File: src/rtl/para_regs_pkg.sv
// Shared constants and types for the multi-channel parameter register bank.
package para_regs_pkg;

    // Defaults for the bank geometry and reset values.
    localparam int          NCH_DEF     = 4;
    localparam logic [15:0] TH_RST_DEF  = 16'h7800;
    localparam logic [31:0] HDT_RST_DEF = 32'd100000;
    localparam logic [31:0] LDT_RST_DEF = 32'd50000000;

    // Global register addresses (addr[15:0]).
    localparam logic [15:0] ADDR_DEV_ID  = 16'h0000;
    localparam logic [15:0] ADDR_NCH     = 16'h0001;
    localparam logic [15:0] ADDR_CMT_ALL = 16'h0002;
    localparam logic [15:0] ADDR_CLR_ALL = 16'h0003;

    // Channel window: channel c lives at CH_BASE + c*CH_STRIDE.
    localparam logic [15:0] CH_BASE   = 16'h0100;
    localparam logic [15:0] CH_STRIDE = 16'h0020;
    localparam int          OFS_W     = $clog2(CH_STRIDE);

    // Byte offsets inside one channel window.
    localparam logic [OFS_W-1:0] OFS_TH   = 5'h00;
    localparam logic [OFS_W-1:0] OFS_HDT  = 5'h04;
    localparam logic [OFS_W-1:0] OFS_LDT  = 5'h08;
    localparam logic [OFS_W-1:0] OFS_AVE  = 5'h10;
    localparam logic [OFS_W-1:0] OFS_HIT  = 5'h12;
    localparam logic [OFS_W-1:0] OFS_PEND = 5'h1E;
    localparam logic [OFS_W-1:0] OFS_CMT  = 5'h1F;

    // One complete parameter set (shadow or active copy).
    typedef struct packed {
        logic [15:0] th;
        logic [31:0] hdt;
        logic [31:0] ldt;
    } para_set_t;

    // Saturating 16-bit increment used by the hit counters.
    function automatic logic [15:0] sat_inc16(input logic [15:0] v);
        return (v == 16'hFFFF) ? v : (v + 16'd1);
    endfunction

endpackage

File: src/rtl/para_chan_regs.sv
// One channel: shadow/active parameter sets, pending flag, hit counter
// and the two snapshot registers that make 16-bit status reads coherent.
module para_chan_regs
    import para_regs_pkg::*;
#(
    parameter logic [15:0] TH_RST  = TH_RST_DEF,
    parameter logic [31:0] HDT_RST = HDT_RST_DEF,
    parameter logic [31:0] LDT_RST = LDT_RST_DEF
) (
    input  logic             clk_sys,
    input  logic             rst_n,
    input  logic             wr_i,
    input  logic [OFS_W-1:0] wofs_i,
    input  logic [7:0]       wdata_i,
    input  logic             rd_i,
    input  logic [OFS_W-1:0] rofs_i,
    input  logic             cmt_all_i,
    input  logic             clr_all_i,
    input  logic             hit_i,
    input  logic [15:0]      ave_i,
    output logic [15:0]      th_o,
    output logic [31:0]      hdt_o,
    output logic [31:0]      ldt_o,
    output logic             upd_o,
    output logic [7:0]       rdata_o
);

    localparam para_set_t RST_SET = para_set_t'({TH_RST, HDT_RST, LDT_RST});

    para_set_t   shd_q, shd_d;
    para_set_t   act_q, act_d;
    logic        pend_q, pend_d;
    logic        upd_q, upd_d;
    logic [15:0] cnt_q, cnt_d;
    logic [15:0] ave_snap_q, ave_snap_d;
    logic [15:0] hit_snap_q, hit_snap_d;
    logic        cmt_ch_s;
    logic        clr_s;
    logic        cfg_wr_s;
    logic [7:0]  rdata_s;

    assign cmt_ch_s = wr_i & (wofs_i == OFS_CMT) & wdata_i[0];
    assign clr_s    = clr_all_i | (wr_i & (wofs_i == OFS_CMT) & wdata_i[1]);

    // Shadow byte writes; cfg_wr_s marks a write that stages a change.
    always_comb begin
        shd_d    = shd_q;
        cfg_wr_s = 1'b0;
        if (wr_i) begin
            case (wofs_i)
                OFS_TH:         begin shd_d.th[7:0]    = wdata_i; cfg_wr_s = 1'b1; end
                OFS_TH + 5'd1:  begin shd_d.th[15:8]   = wdata_i; cfg_wr_s = 1'b1; end
                OFS_HDT:        begin shd_d.hdt[7:0]   = wdata_i; cfg_wr_s = 1'b1; end
                OFS_HDT + 5'd1: begin shd_d.hdt[15:8]  = wdata_i; cfg_wr_s = 1'b1; end
                OFS_HDT + 5'd2: begin shd_d.hdt[23:16] = wdata_i; cfg_wr_s = 1'b1; end
                OFS_HDT + 5'd3: begin shd_d.hdt[31:24] = wdata_i; cfg_wr_s = 1'b1; end
                OFS_LDT:        begin shd_d.ldt[7:0]   = wdata_i; cfg_wr_s = 1'b1; end
                OFS_LDT + 5'd1: begin shd_d.ldt[15:8]  = wdata_i; cfg_wr_s = 1'b1; end
                OFS_LDT + 5'd2: begin shd_d.ldt[23:16] = wdata_i; cfg_wr_s = 1'b1; end
                OFS_LDT + 5'd3: begin shd_d.ldt[31:24] = wdata_i; cfg_wr_s = 1'b1; end
                default:        begin shd_d = shd_q; cfg_wr_s = 1'b0; end
            endcase
        end else begin
            shd_d    = shd_q;
            cfg_wr_s = 1'b0;
        end
    end

    // Commit: copy shadow to active. A channel commit always pulses upd;
    // the global commit only pulses channels that had staged changes.
    always_comb begin
        act_d  = act_q;
        pend_d = pend_q;
        upd_d  = 1'b0;
        if (cmt_ch_s || cmt_all_i) begin
            act_d  = shd_q;
            pend_d = 1'b0;
            upd_d  = cmt_ch_s | pend_q;
        end else if (cfg_wr_s) begin
            act_d  = act_q;
            pend_d = 1'b1;
            upd_d  = 1'b0;
        end else begin
            act_d  = act_q;
            pend_d = pend_q;
            upd_d  = 1'b0;
        end
    end

    // Hit counter (clear has priority) and LSB-read snapshot capture.
    always_comb begin
        cnt_d      = cnt_q;
        ave_snap_d = ave_snap_q;
        hit_snap_d = hit_snap_q;
        if (clr_s) begin
            cnt_d = 16'h0000;
        end else if (hit_i) begin
            cnt_d = sat_inc16(cnt_q);
        end else begin
            cnt_d = cnt_q;
        end
        if (rd_i && (rofs_i == OFS_AVE)) begin
            ave_snap_d = ave_i;
        end else begin
            ave_snap_d = ave_snap_q;
        end
        if (rd_i && (rofs_i == OFS_HIT)) begin
            hit_snap_d = cnt_q;
        end else begin
            hit_snap_d = hit_snap_q;
        end
    end

    // Read mux: cfg offsets show the shadow, MSB status bytes the snapshot.
    always_comb begin
        rdata_s = 8'h00;
        case (rofs_i)
            OFS_TH:         rdata_s = shd_q.th[7:0];
            OFS_TH + 5'd1:  rdata_s = shd_q.th[15:8];
            OFS_HDT:        rdata_s = shd_q.hdt[7:0];
            OFS_HDT + 5'd1: rdata_s = shd_q.hdt[15:8];
            OFS_HDT + 5'd2: rdata_s = shd_q.hdt[23:16];
            OFS_HDT + 5'd3: rdata_s = shd_q.hdt[31:24];
            OFS_LDT:        rdata_s = shd_q.ldt[7:0];
            OFS_LDT + 5'd1: rdata_s = shd_q.ldt[15:8];
            OFS_LDT + 5'd2: rdata_s = shd_q.ldt[23:16];
            OFS_LDT + 5'd3: rdata_s = shd_q.ldt[31:24];
            OFS_AVE:        rdata_s = ave_i[7:0];
            OFS_AVE + 5'd1: rdata_s = ave_snap_q[15:8];
            OFS_HIT:        rdata_s = cnt_q[7:0];
            OFS_HIT + 5'd1: rdata_s = hit_snap_q[15:8];
            OFS_PEND:       rdata_s = {7'd0, pend_q};
            default:        rdata_s = 8'h00;
        endcase
        if (rd_i) begin
            rdata_o = rdata_s;
        end else begin
            rdata_o = 8'h00;
        end
    end

    // Channel state registers.
    always_ff @(posedge clk_sys or negedge rst_n) begin
        if (!rst_n) begin
            shd_q      <= RST_SET;
            act_q      <= RST_SET;
            pend_q     <= 1'b0;
            upd_q      <= 1'b0;
            cnt_q      <= 16'h0000;
            ave_snap_q <= 16'h0000;
            hit_snap_q <= 16'h0000;
        end else begin
            shd_q      <= shd_d;
            act_q      <= act_d;
            pend_q     <= pend_d;
            upd_q      <= upd_d;
            cnt_q      <= cnt_d;
            ave_snap_q <= ave_snap_d;
            hit_snap_q <= hit_snap_d;
        end
    end

    assign th_o  = act_q.th;
    assign hdt_o = act_q.hdt;
    assign ldt_o = act_q.ldt;
    assign upd_o = upd_q;

endmodule

File: src/rtl/para_regs_mc.sv
// Multi-channel parameter register bank on the fx bus: address decode,
// global registers and the registered read-data path.
module para_regs_mc
    import para_regs_pkg::*;
#(
    parameter int          NCH     = NCH_DEF,
    parameter logic [15:0] TH_RST  = TH_RST_DEF,
    parameter logic [31:0] HDT_RST = HDT_RST_DEF,
    parameter logic [31:0] LDT_RST = LDT_RST_DEF
) (
    input  logic              clk_sys,
    input  logic              rst_n,
    input  logic [5:0]        dev_id,
    input  logic              fx_wr,
    input  logic [21:0]       fx_waddr,
    input  logic [7:0]        fx_data,
    input  logic              fx_rd,
    input  logic [21:0]       fx_raddr,
    output logic [7:0]        fx_q,
    output logic [NCH*16-1:0] cfg_th,
    output logic [NCH*32-1:0] cfg_hdt,
    output logic [NCH*32-1:0] cfg_ldt,
    output logic [NCH-1:0]    cfg_upd,
    input  logic [NCH*16-1:0] sta_ave,
    input  logic [NCH-1:0]    hit_pls
);

    logic       wr_s, rd_s;
    logic       wr_ch_s, rd_ch_s;
    logic       cmt_all_s, clr_all_s;
    logic [2:0] wr_idx_s, rd_idx_s;
    logic [7:0] rdata_s;
    logic [7:0] fx_q_q;
    logic [7:0] ch_rdata_s [NCH];

    assign wr_s = fx_wr & (fx_waddr[21:16] == dev_id);
    assign rd_s = fx_rd & (fx_raddr[21:16] == dev_id);

    // The whole channel window sits in one 256-byte page above CH_BASE.
    assign wr_ch_s  = wr_s & (fx_waddr[15:8] == CH_BASE[15:8]);
    assign rd_ch_s  = rd_s & (fx_raddr[15:8] == CH_BASE[15:8]);
    assign wr_idx_s = fx_waddr[OFS_W+2:OFS_W];
    assign rd_idx_s = fx_raddr[OFS_W+2:OFS_W];

    assign cmt_all_s = wr_s & (fx_waddr[15:0] == ADDR_CMT_ALL) & fx_data[0];
    assign clr_all_s = wr_s & (fx_waddr[15:0] == ADDR_CLR_ALL) & fx_data[0];

    // Channels beyond NCH are simply not built, so they decode to nothing.
    for (genvar c = 0; c < NCH; c++) begin : g_ch
        para_chan_regs #(
            .TH_RST  (TH_RST),
            .HDT_RST (HDT_RST),
            .LDT_RST (LDT_RST)
        ) u_chan (
            .clk_sys   (clk_sys),
            .rst_n     (rst_n),
            .wr_i      (wr_ch_s & (wr_idx_s == 3'(c))),
            .wofs_i    (fx_waddr[OFS_W-1:0]),
            .wdata_i   (fx_data),
            .rd_i      (rd_ch_s & (rd_idx_s == 3'(c))),
            .rofs_i    (fx_raddr[OFS_W-1:0]),
            .cmt_all_i (cmt_all_s),
            .clr_all_i (clr_all_s),
            .hit_i     (hit_pls[c]),
            .ave_i     (sta_ave[16*c +: 16]),
            .th_o      (cfg_th[16*c +: 16]),
            .hdt_o     (cfg_hdt[32*c +: 32]),
            .ldt_o     (cfg_ldt[32*c +: 32]),
            .upd_o     (cfg_upd[c]),
            .rdata_o   (ch_rdata_s[c])
        );
    end

    // Read data: global registers OR-ed with the (already gated) channels.
    always_comb begin
        rdata_s = 8'h00;
        if (rd_s) begin
            case (fx_raddr[15:0])
                ADDR_DEV_ID: rdata_s = {2'b00, dev_id};
                ADDR_NCH:    rdata_s = 8'(NCH);
                default:     rdata_s = 8'h00;
            endcase
            for (int c = 0; c < NCH; c++) begin
                rdata_s = rdata_s | ch_rdata_s[c];
            end
        end else begin
            rdata_s = 8'h00;
        end
    end

    // Registered read data; zero whenever no selected read was issued.
    always_ff @(posedge clk_sys or negedge rst_n) begin
        if (!rst_n) begin
            fx_q_q <= 8'h00;
        end else begin
            fx_q_q <= rdata_s;
        end
    end

    assign fx_q = fx_q_q;

endmodule

File: config.mk
export PLATFORM = sky130hd
export DESIGN_NAME = para_regs_mc
export DESIGN_NICKNAME = d
export VERILOG_FILES = /design/src/rtl/para_regs_pkg.sv /design/src/rtl/para_chan_regs.sv /design/src/rtl/para_regs_mc.sv
export SDC_FILE = /design/constraint.sdc
export NUM_CORES = 1
export LEC_CHECK = 0
export ABC_AREA = 0
export BUFFER_PORTS_ARGS = -buffer_cell sky130_fd_sc_hd__buf_2
export CAP_MARGIN = 40
export CELL_PAD_IN_SITES_DETAIL_PLACEMENT = 0
export CELL_PAD_IN_SITES_GLOBAL_PLACEMENT = 1
export CORE_MARGIN = 4
export CORE_UTILIZATION = 45
export CTS_BUF_LIST = sky130_fd_sc_hd__clkbuf_4 sky130_fd_sc_hd__clkbuf_8 sky130_fd_sc_hd__clkbuf_16
export DETAILED_ROUTE_END_ITERATION = 6
export PLACE_DENSITY = 0.87
export SETUP_SLACK_MARGIN = 0.4
export SLEW_MARGIN = 25
export SYNTH_ARGS = -nofsm -noshare
export SYNTH_HDL_FRONTEND = slang
export SYNTH_SLANG_ARGS = --single-unit
File: constraint.sdc
create_clock -name clk_sys -period 2.4 [get_ports clk_sys]
set_input_delay 0.12 -clock clk_sys [delete_from_list [all_inputs] [get_ports clk_sys]]
set_output_delay 0.12 -clock clk_sys [all_outputs]
set_load 0.02 [all_outputs]
Word-level counts from Yosys, hierarchy flattened
Index checks and enable logic that the tools add are counted.
- add/subtract/negate cells: 4
- eq/ne operators: 45
- multiplexer cells: 40
- bitwise operators: 40
- reductions and logical operators: 70
- operators with widths (cell ; count):
    $pmux 8 s15 ; 4
    $mux 16 ; 12
    $reduce_and 2->1 ; 44
    $add 16x1->16 const B ; 4
    $eq 16x16->1 const B ; 4
    $mux 8 ; 6
    $eq 5x3->1 const B ; 8
    $eq 5x4->1 const B ; 8
    $eq 16x2->1 const B ; 2
    $or 8x8->8 ; 4
    $eq 5x5->1 const B ; 6
    $and 1x1->1 ; 28
    $mux 1 ; 17
    $eq 16x1->1 const B ; 1
    $eq 8x1->1 const B ; 2
    $logic_not 16->1 ; 1
    $reduce_bool 2->1 ; 8
    $eq 3x2->1 const B ; 4
    $eq 6x6->1 ; 2
    $pmux 6 s2 ; 1
    $eq 5x1->1 const B ; 2
    $logic_not 5->1 ; 2
    $reduce_or 10->1 ; 1
    $logic_and 1x1->1 ; 8
    5 further kinds ; 20
- register bits after elaboration: 848
- input bits: 130
- output and inout port bits: 332
- word-level logic and storage cells: 272

Depth between registers and ports, before layout
Gate-level depths: netlist of run 1.
- depth in word-level cells: 10
- mapped depth: 10
- mapped depth without buffers: 7

Hierarchy
From an unflattened synthesis of run 1, not the netlist that was laid out.
- cells, all modules: 2615
- area total of the unflattened synthesis: 35275.1 sq um
- by module, submodules not included (module ; times used ; cells each ; area an instance (sq um) ; sequential area each (sq um)):
    para_chan_regs at g_ch[1].u_chan ... ; 2 ; 634 ; 8650.8 ; 4909.7
    para_chan_regs at g_ch[3].u_chan ; 1 ; 634 ; 8743.4 ; 4909.7
    para_chan_regs at g_ch[0].u_chan ; 1 ; 636 ; 8588.2 ; 4909.7
    para_regs_mc ; 1 ; 77 ; 641.9 ; 200.2

Worst setup path after synthesis of run 1
OpenSTA, ideal clock, no wires.
- path type: input port to flip-flop
- from: input port fx_waddr[21]
- to: register g_ch[0].u_chan.shd_q[0] (netlist bit)
- setup time: 125 ps
- arrival time: 1954 ps
- required time: 2275 ps
- path slack: 321 ps
- stages: 7
- buffers on the path: 0
- cell sequence: xor2_1 nor4_2 nand4_4 nor2_8 nand2_8 nor2_8 mux2_4
- word-level cells in the longest chain between the ends: 5
- RTL lines (item ; line ; source):
    start: declaration ; para_regs_mc.sv:15 ; input logic [21:0] fx_waddr,
    $eq 6x6->1 ; para_regs_mc.sv:36 ; assign wr_s = fx_wr & (fx_waddr[21:16] == dev_id);
    $and 1x1->1 ; para_regs_mc.sv:36 ;
    $and 1x1->1 ; para_regs_mc.sv:40 ; assign wr_ch_s = wr_s & (fx_waddr[15:8] == CH_BASE[15:8]);
    $and 1x1->1 ; para_regs_mc.sv:57 ; .wr_i (wr_ch_s & (wr_idx_s == 3'(c))),
    $reduce_and 2->1 (no line) ; n/a ;
    end signal: assignment ; para_chan_regs.sv:145 ; shd_q <= RST_SET;
    end signal: assignment ; para_chan_regs.sv:153 ; shd_q <= shd_d;
    end: declaration ; para_chan_regs.sv:30 ; para_set_t shd_q, shd_d;
Every way passes these cells.
A chain may end at the register's enable or synchronous reset.

Worst setup path after layout of run 1
- from: register g_ch[2].u_chan.shd_q[59] (netlist bit)
- to: register fx_q_q[3], in the netlist fx_q[3]
- word-level cells in the longest chain between the ends: 5
- RTL lines (item ; line ; source):
    start: declaration ; para_chan_regs.sv:30 ;
    start signal: assignment ; para_chan_regs.sv:145 ;
    start signal: assignment ; para_chan_regs.sv:153 ;
    $pmux 8 s15 ; para_chan_regs.sv:117 ; case (rofs_i)
    $mux 8 ; para_chan_regs.sv:135 ; if (rd_i) begin
    $or 8x8->8 (2 in series) ; para_regs_mc.sv:84 ; rdata_s = rdata_s | ch_rdata_s[c];
    $mux 8 ; para_regs_mc.sv:77 ; if (rd_s) begin
    named net rdata_s[3] ; para_regs_mc.sv:32 ; logic [7:0] rdata_s;
    end signal: assignment ; para_regs_mc.sv:96 ; fx_q_q <= rdata_s;
    end: declaration ; para_regs_mc.sv:33 ; logic [7:0] fx_q_q;
The timed path passes the listed nets, and every way through them passes these cells.

==> results.py, run 1 <==
metrics = {
    "clocking": {
        "cts.sinks": 784,
        "htree_levels": 3,
        "clockRootBuffer": "clkbuf_16",
        "tritoncts": "done",
        "clock_latency_ns": 0.63,
        "cts_max_path_buffers": 3,
        "clk_pin_slew_ns": 0.06,
        "cts_buffers": 84,
    },
    "power": {
        "p_leak_nw": 22.8,
        "total_power_mw": 30.0,
        "ir_drop_mv": 0.521,
        "p_per_area_mw_per_mm2": 670,
    },
    "cells_and_area": {
        "syn_to_final_growth_pct": 28.2,
        "final_common_cell": "dfrtp_1",
        "layout_common_cells": "dfrtp_1 (603), buf_2 (461), mux2_2 (448), mux2_4 (221), buf_4 (196)",
        "drive_above_1_share": 0.570,
        "nFillCells": 5896,
        "fin_nets": 3299,
        "final_core_util": 0.587,
    },
    "worst_setup_path": {
        "r2r_cells": 7,
        "path_class": "reg2reg",
        "crit_required_ns": 2.88,
        "r2r_slack_ns": 0.34,
        "end_kind": "register",
        "r2r-end": "fx_q[3]",
        "worstSetupStartpointType": "register",
        "cp.arrival_ns": 2.54,
        "crit_fanout": 3,
        "worstReg2RegStart": "g_ch[2].u_chan.shd_q[59]",
    },
    "floorplanning": {
        "start_util": 0.458,
        "fp.dieArea_sq_mm": 0.0823,
        "die_x_um": 287,
        "ios": 462,
        "core_sq_mm": 0.0765,
        "rows": 101,
        "die_y_um": 287,
    },
    "hold_path": {
        "min_path_type": "in2async",
    },
    "sta": {
        "finClkSkew_ns": 0.0256,
        "fin_ws_ns": 0.336,
        "setup_tns_ns": 0,
        "tightest_slew_ns": 0.714,
        "layout_worst_path_cycle_share": 0.860,
        "max_freq_mhz": 484,
        "report.final.slew_viol_count": 0,
        "grt_setup_unrepaired": "true",
        "setup-violations-final": 0,
        "fin_crit_ns": 2.06,
        "hold_viol": 0,
        "max-slew-margin-rel": 0.523,
    },
    "run": {
        "drv_cap": 0,
    },
    "grt": {
        "track_usage": 0.304,
        "grt_pass1_wl_um": 184000,
        "grt_max_degree": 87,
        "grt_pass1_vias": 26200,
        "antenna_found_initial": 17,
        "grt_overflow": 0,
    },
    "place": {
        "dp.final_hpwl_um": 94800,
        "io_buffers": 461,
        "place_ws_ns": -0.323,
        "routabilityCongestion": 0.984,
    },
    "logic_synthesis": {
        "syn_area_sq_mm": 0.0350,
        "avgSynthCellArea_sq_um": 14.3,
        "async_flop_share": 1.00,
        "syn_inst": 2449,
        "ys_ff_latch": 784,
        "synth_edf_count": 0,
        "yosysUniqueCellTypes": 73,
        "synthFlopType": "dfrtp_1",
        "ys_seq_area_frac": 0.567,
        "syn-num-nets": 2583,
        "yosys_warnings": 0,
    },
    "status": {
        "status": "finished clean",
    },
    "route": {
        "dr.pass1.iters": 7,
        "drt-total-wl_um": 127000,
        "drtIter0Drc": 2238,
        "wl_per_cell_um": 29.7,
        "ant_nets": 0,
        "vias": 25000,
        "drt_drc_violations_left": 0,
        "vias_per_cell": 5.85,
    },
}
-- power by group --
| part | internal, mW | total (mW) | leakage (nW) | switching, mW |
|---|---|---|---|---|
| Sequential | 13.5 | 13.8 | 10.3 | 0.309 |
| Clock | 8.82 | 14.3 | 1.55 | 5.46 |
| Combinational | 0.755 | 2.00 | 11.0 | 1.24 |
| Total | 23.0 | 30.0 | 22.8 | 7.01 |
-- sequential cells by signal (all words and copies together), names as in the netlist --
register / flops
g_ch.u_chan.shd_q: 320
g_ch.u_chan.hdt_o: 128
g_ch.u_chan.ldt_o: 128
g_ch.u_chan.cnt_q: 64
g_ch.u_chan.th_o: 64
g_ch.u_chan.ave_snap_q: 32
g_ch.u_chan.hit_snap_q: 32
fx_q: 8
g_ch.u_chan.pend_q: 4
g_ch.u_chan.upd_o: 4
-- critical path: stages, from the launching register on --
cell and delay [ns]:
dfrtp_1 0.46, a22oi_1 0.23, o2bb2ai_1 0.17, a2111oi_4 0.48, a31oi_4 0.18, o21bai_1 0.16, buf_4 0.12, o311ai_0 0.11
-- per-stage QoR --
step / cells / cell area (sq um) / hold slack (ns)
2_1_floorplan: 2449 / 35300 / -0.176
3_5_place_dp: 4036 / 40700 / 0.130
5_1_grt: 4270 / 44800 / 0.0641
4_1_cts: 4247 / 44400 / 0.00935
6_report: 4276 / 44900 / 0.0575
3_3_place_gp: 4036 / 40700 / 0.125
-- cell usage after synthesis, drive strengths merged, types with 22 or more instances --
cell type	count	area (sq um)
nand4	34	228
a221oi	40	350
nand2	76	350
nand3	37	185
xor2	50	438
a31oi	22	138
buf	43	239
a22oi	93	698
dfrtp	608	15200
dfstp	176	4620
mux2	715	8560
clkbuf	80	300
a22o	31	272
mux2i	36	360
nor2	179	1380
-- worst max path at each step --
stage	start	to	slack [ns]	depth (start not counted)
6_report	g_ch[2].u_chan.shd_q[59]	fx_q[3]	0.34	7
5_1_grt	g_ch[2].u_chan.shd_q[59]	fx_q[3]	0.27	7
4_1_cts	g_ch[2].u_chan.shd_q[11]	fx_q[3]	0.25	8
3_5_place_dp	fx_raddr[2]	fx_q[5]	-0.32	10
3_3_place_gp	fx_raddr[2]	fx_q[5]	-0.33	10
2_1_floorplan	fx_waddr[10]	g_ch[1].u_chan.shd_q[0]	0.35	7
-- logic make-up (layout without fill, tap and decap cells) --
| family | Yosys count | in the layout | synth area share |
|---|---|---|---|
| flops | 784 | 784 | 0.567 |
| buf+inv | 131 | 918 | 0.0163 |
| mux | 751 | 751 | 0.255 |
| compound gates | 278 | 278 | 0.0605 |
| other cells | 0 | 10 | 0 |
| xor+xnor | 71 | 71 | 0.0178 |
| fa+ha+maj | 4 | 4 | 0.00143 |
| simple gates | 430 | 430 | 0.0819 |
-- repair_timing --
item                                    in CTS  in global routing
buffers inserted                             6                 17
pin swaps                                    4                 20
endpoints found under the setup margin      54                 45
endpoints found under the hold margin      468                  1
resized for setup                           27                 50
hold buffers                                48                  1
-- layer usage --
metal	GRT usage	wire (um)	up-vias
met5	0	54	-
li1	-	-	10500
met2	0.485	59700	1238
met1	0.408	52000	13000
met4	0.112	4670	8
met3	0.0711	10800	266
-- layout make-up --
class	instances	area [sq um]	area share
antenna	10	25.0	0.000558
clock buffer	124	2560	0.0570
clock inverter	33	541	0.0121
inverter	8	30.0	0.000670
multi-input combinational	1534	15400	0.342
sequential	784	19800	0.442
tap	1030	1290	0.0287
timing repair buffer	753	5200	0.116
Power figures use the tool's default switching activity.
==> run 2, diff against run 1 <==
--- a/config.mk
+++ b/config.mk
@@ -8,13 +8,11 @@
 export ABC_AREA = 0
 export BUFFER_PORTS_ARGS = -buffer_cell sky130_fd_sc_hd__buf_2
 export CAP_MARGIN = 40
-export CELL_PAD_IN_SITES_DETAIL_PLACEMENT = 0
-export CELL_PAD_IN_SITES_GLOBAL_PLACEMENT = 1
 export CORE_MARGIN = 4
 export CORE_UTILIZATION = 45
 export CTS_BUF_LIST = sky130_fd_sc_hd__clkbuf_4 sky130_fd_sc_hd__clkbuf_8 sky130_fd_sc_hd__clkbuf_16
 export DETAILED_ROUTE_END_ITERATION = 6
-export PLACE_DENSITY = 0.87
+export PLACE_DENSITY = 0.76
 export SETUP_SLACK_MARGIN = 0.4
 export SLEW_MARGIN = 25
 export SYNTH_ARGS = -nofsm -noshare
==> results.py, run 2 (synthesis results as in run 1) <==
metrics = {
    "sta": {
        "max_freq_mhz": 481,
        "setup_tns_ns": 0,
        "finClkSkew_ns": 0.0201,
        "max-slew-margin-rel": 0.438,
        "hold_viol": 0,
        "fin_crit_ns": 2.08,
        "report.final.slew_viol_count": 0,
        "tightest_slew_ns": 0.842,
        "holdWs_ns": 0.0455,
        "layout_worst_path_cycle_share": 0.866,
        "setup-violations-final": 0,
        "grt_setup_unrepaired": "true",
    },
    "grt": {
        "track_usage": 0.301,
        "grt_max_degree": 84,
        "antenna_found_initial": 13,
        "grt_pass1_vias": 26100,
        "grt_overflow": 0,
        "grt_pass1_wl_um": 182000,
    },
    "worst_setup_path": {
        "cp.arrival_ns": 2.58,
        "crit_chain": "a22oi_1, o2bb2ai_1, a2111oi_4, a31oi_4, o21bai_4, o311ai_0",
        "crit_required_ns": 2.90,
        "max_stage_delay_ns": 0.46,
        "worstSetupStartpointType": "register",
        "r2r_slack_ns": 0.32,
        "critPathBufInv": 0,
        "crit_fanout": 3,
        "crit_slowest_cell": "dfrtp_1",
        "path_class": "reg2reg",
        "end_kind": "register",
        "critPathTopFamily": "compound AO/OA/AOI/OAI gates",
    },
    "place": {
        "dp.final_hpwl_um": 93000,
        "io_buffers": 461,
        "placed_area_sq_mm": 0.0410,
        "routabilityCongestion": 0.979,
    },
    "clocking": {
        "cts.sinks": 784,
        "tritoncts": "done",
        "clockRootBuffer": "clkbuf_16",
        "cts_max_path_buffers": 3,
        "htree_levels": 3,
        "clock_latency_ns": 0.65,
        "clk_pin_slew_ns": 0.06,
        "cts_buffers": 85,
    },
    "hold_path": {
        "min_path_type": "in2async",
    },
    "route": {
        "drtIter0Drc": 2410,
        "wl_per_cell_um": 29.4,
        "vias_per_cell": 5.84,
        "ant_nets": 0,
        "vias": 25000,
        "drt_drc_violations_left": 2,
        "dr.pass1.iters": 7,
        "drt-total-wl_um": 126000,
    },
    "cells_and_area": {
        "layout_common_cells": "dfrtp_1 (603), buf_2 (460), mux2_2 (448), mux2_4 (221), buf_4 (187)",
        "stdcell_area_sq_mm": 0.0449,
        "fin_nets": 3301,
        "top_register": "g_ch.u_chan.shd_q",
        "final_common_cell": "dfrtp_1",
        "nFillCells": 6011,
        "drive_above_1_share": 0.567,
        "final_core_util": 0.587,
        "syn_to_final_growth_pct": 28.4,
        "ff_latch_area_sq_mm": 0.0198,
        "largest_reg_flops": 320,
        "multi_input_area_sq_mm": 0.0153,
    },
    "power": {
        "p_leak_nw": 22.8,
        "total_power_mw": 29.9,
        "ir_drop_mv": 0.469,
        "p_per_area_mw_per_mm2": 665,
    },
    "floorplanning": {
        "ios": 462,
        "rows": 101,
        "start_util": 0.458,
        "core_sq_mm": 0.0765,
        "die_y_um": 287,
        "fp.dieArea_sq_mm": 0.0823,
        "die_x_um": 287,
    },
    "status": {
        "violations": "DRC",
        "status": "complete, but fails checks",
    },
    "run": {
        "drv_cap": 0,
    },
}
## run 2: changes by cell type in the layout (fill, tap and decap cells not counted), moves of 5 or more
cell and delta:
clkbuf_4 +5, bufinv_16 -5, buf_4 -9, buf_12 +12
a221oi_2 -6, a221oi_1 +6
## run 2: metrics by stage
stage	setup WS, ns	std cells
5_1_grt	0.309	4273
3_3_place_gp	-0.569	4051
3_5_place_dp	-0.472	4052
4_1_cts	0.220	4262
2_1_floorplan	0.349	2449
6_report	0.321	4276
## run 2: area by class of cell
| class | count | area share |
|---|---|---|
| clock buffers | 134 | 0.0598 |
| well taps | 1030 | 0.0287 |
| flip-flops and latches | 784 | 0.442 |
| inverters | 8 | 0.000669 |
| multi-input cells | 1534 | 0.341 |
| diodes | 7 | 0.000390 |
| clock inverters | 25 | 0.00839 |
| repair buffers | 754 | 0.120 |
## run 2: timing repair
| item | in CTS | in global routing |
|---|---|---|
| resized for setup | 32 | 32 |
| hold endpoints to repair | 414 | 0 |
| endpoints found under the setup margin | 35 | 43 |
| hold buffers | 47 | 0 |
| setup buffers | 4 | 7 |
| cloned | 0 | 0 |
| pin swaps | 6 | 9 |
## run 2: report_power, final
| part | switching [mW] | leakage, nW | internal, mW |
|---|---|---|---|
| combinational | 1.24 | 11.0 | 0.726 |
| clock | 5.56 | 1.54 | 8.59 |
| sequential | 0.317 | 10.3 | 13.5 |
| total | 7.11 | 22.8 | 22.8 |
## run 2: metal layers
layer  vias up  part of all wire  GRT usage
met4        14             0.034      0.103
met1     13000              0.42      0.415
met3       243             0.081     0.0653
met2      1265              0.46      0.476
li1      10500                 -          -
met5         -           0.00079          0
## run 2: final timing paths
kind	cells past startpoint	from	endpoint
hold reg to reg	1	g_ch[1].u_chan.th_o[3]	g_ch[1].u_chan.th_o[3]
setup / recovery	6	g_ch[3].u_chan.shd_q[27]	fx_q[3]
max in group asynchronous	4	rst_n	g_ch[3].u_chan.shd_q[42]
hold / removal	2	rst_n	g_ch[3].u_chan.hdt_o[2]
min in group clk_sys	4	fx_raddr[5]	fx_q[7]
setup reg to reg	6	g_ch[3].u_chan.shd_q[27]	fx_q[3]
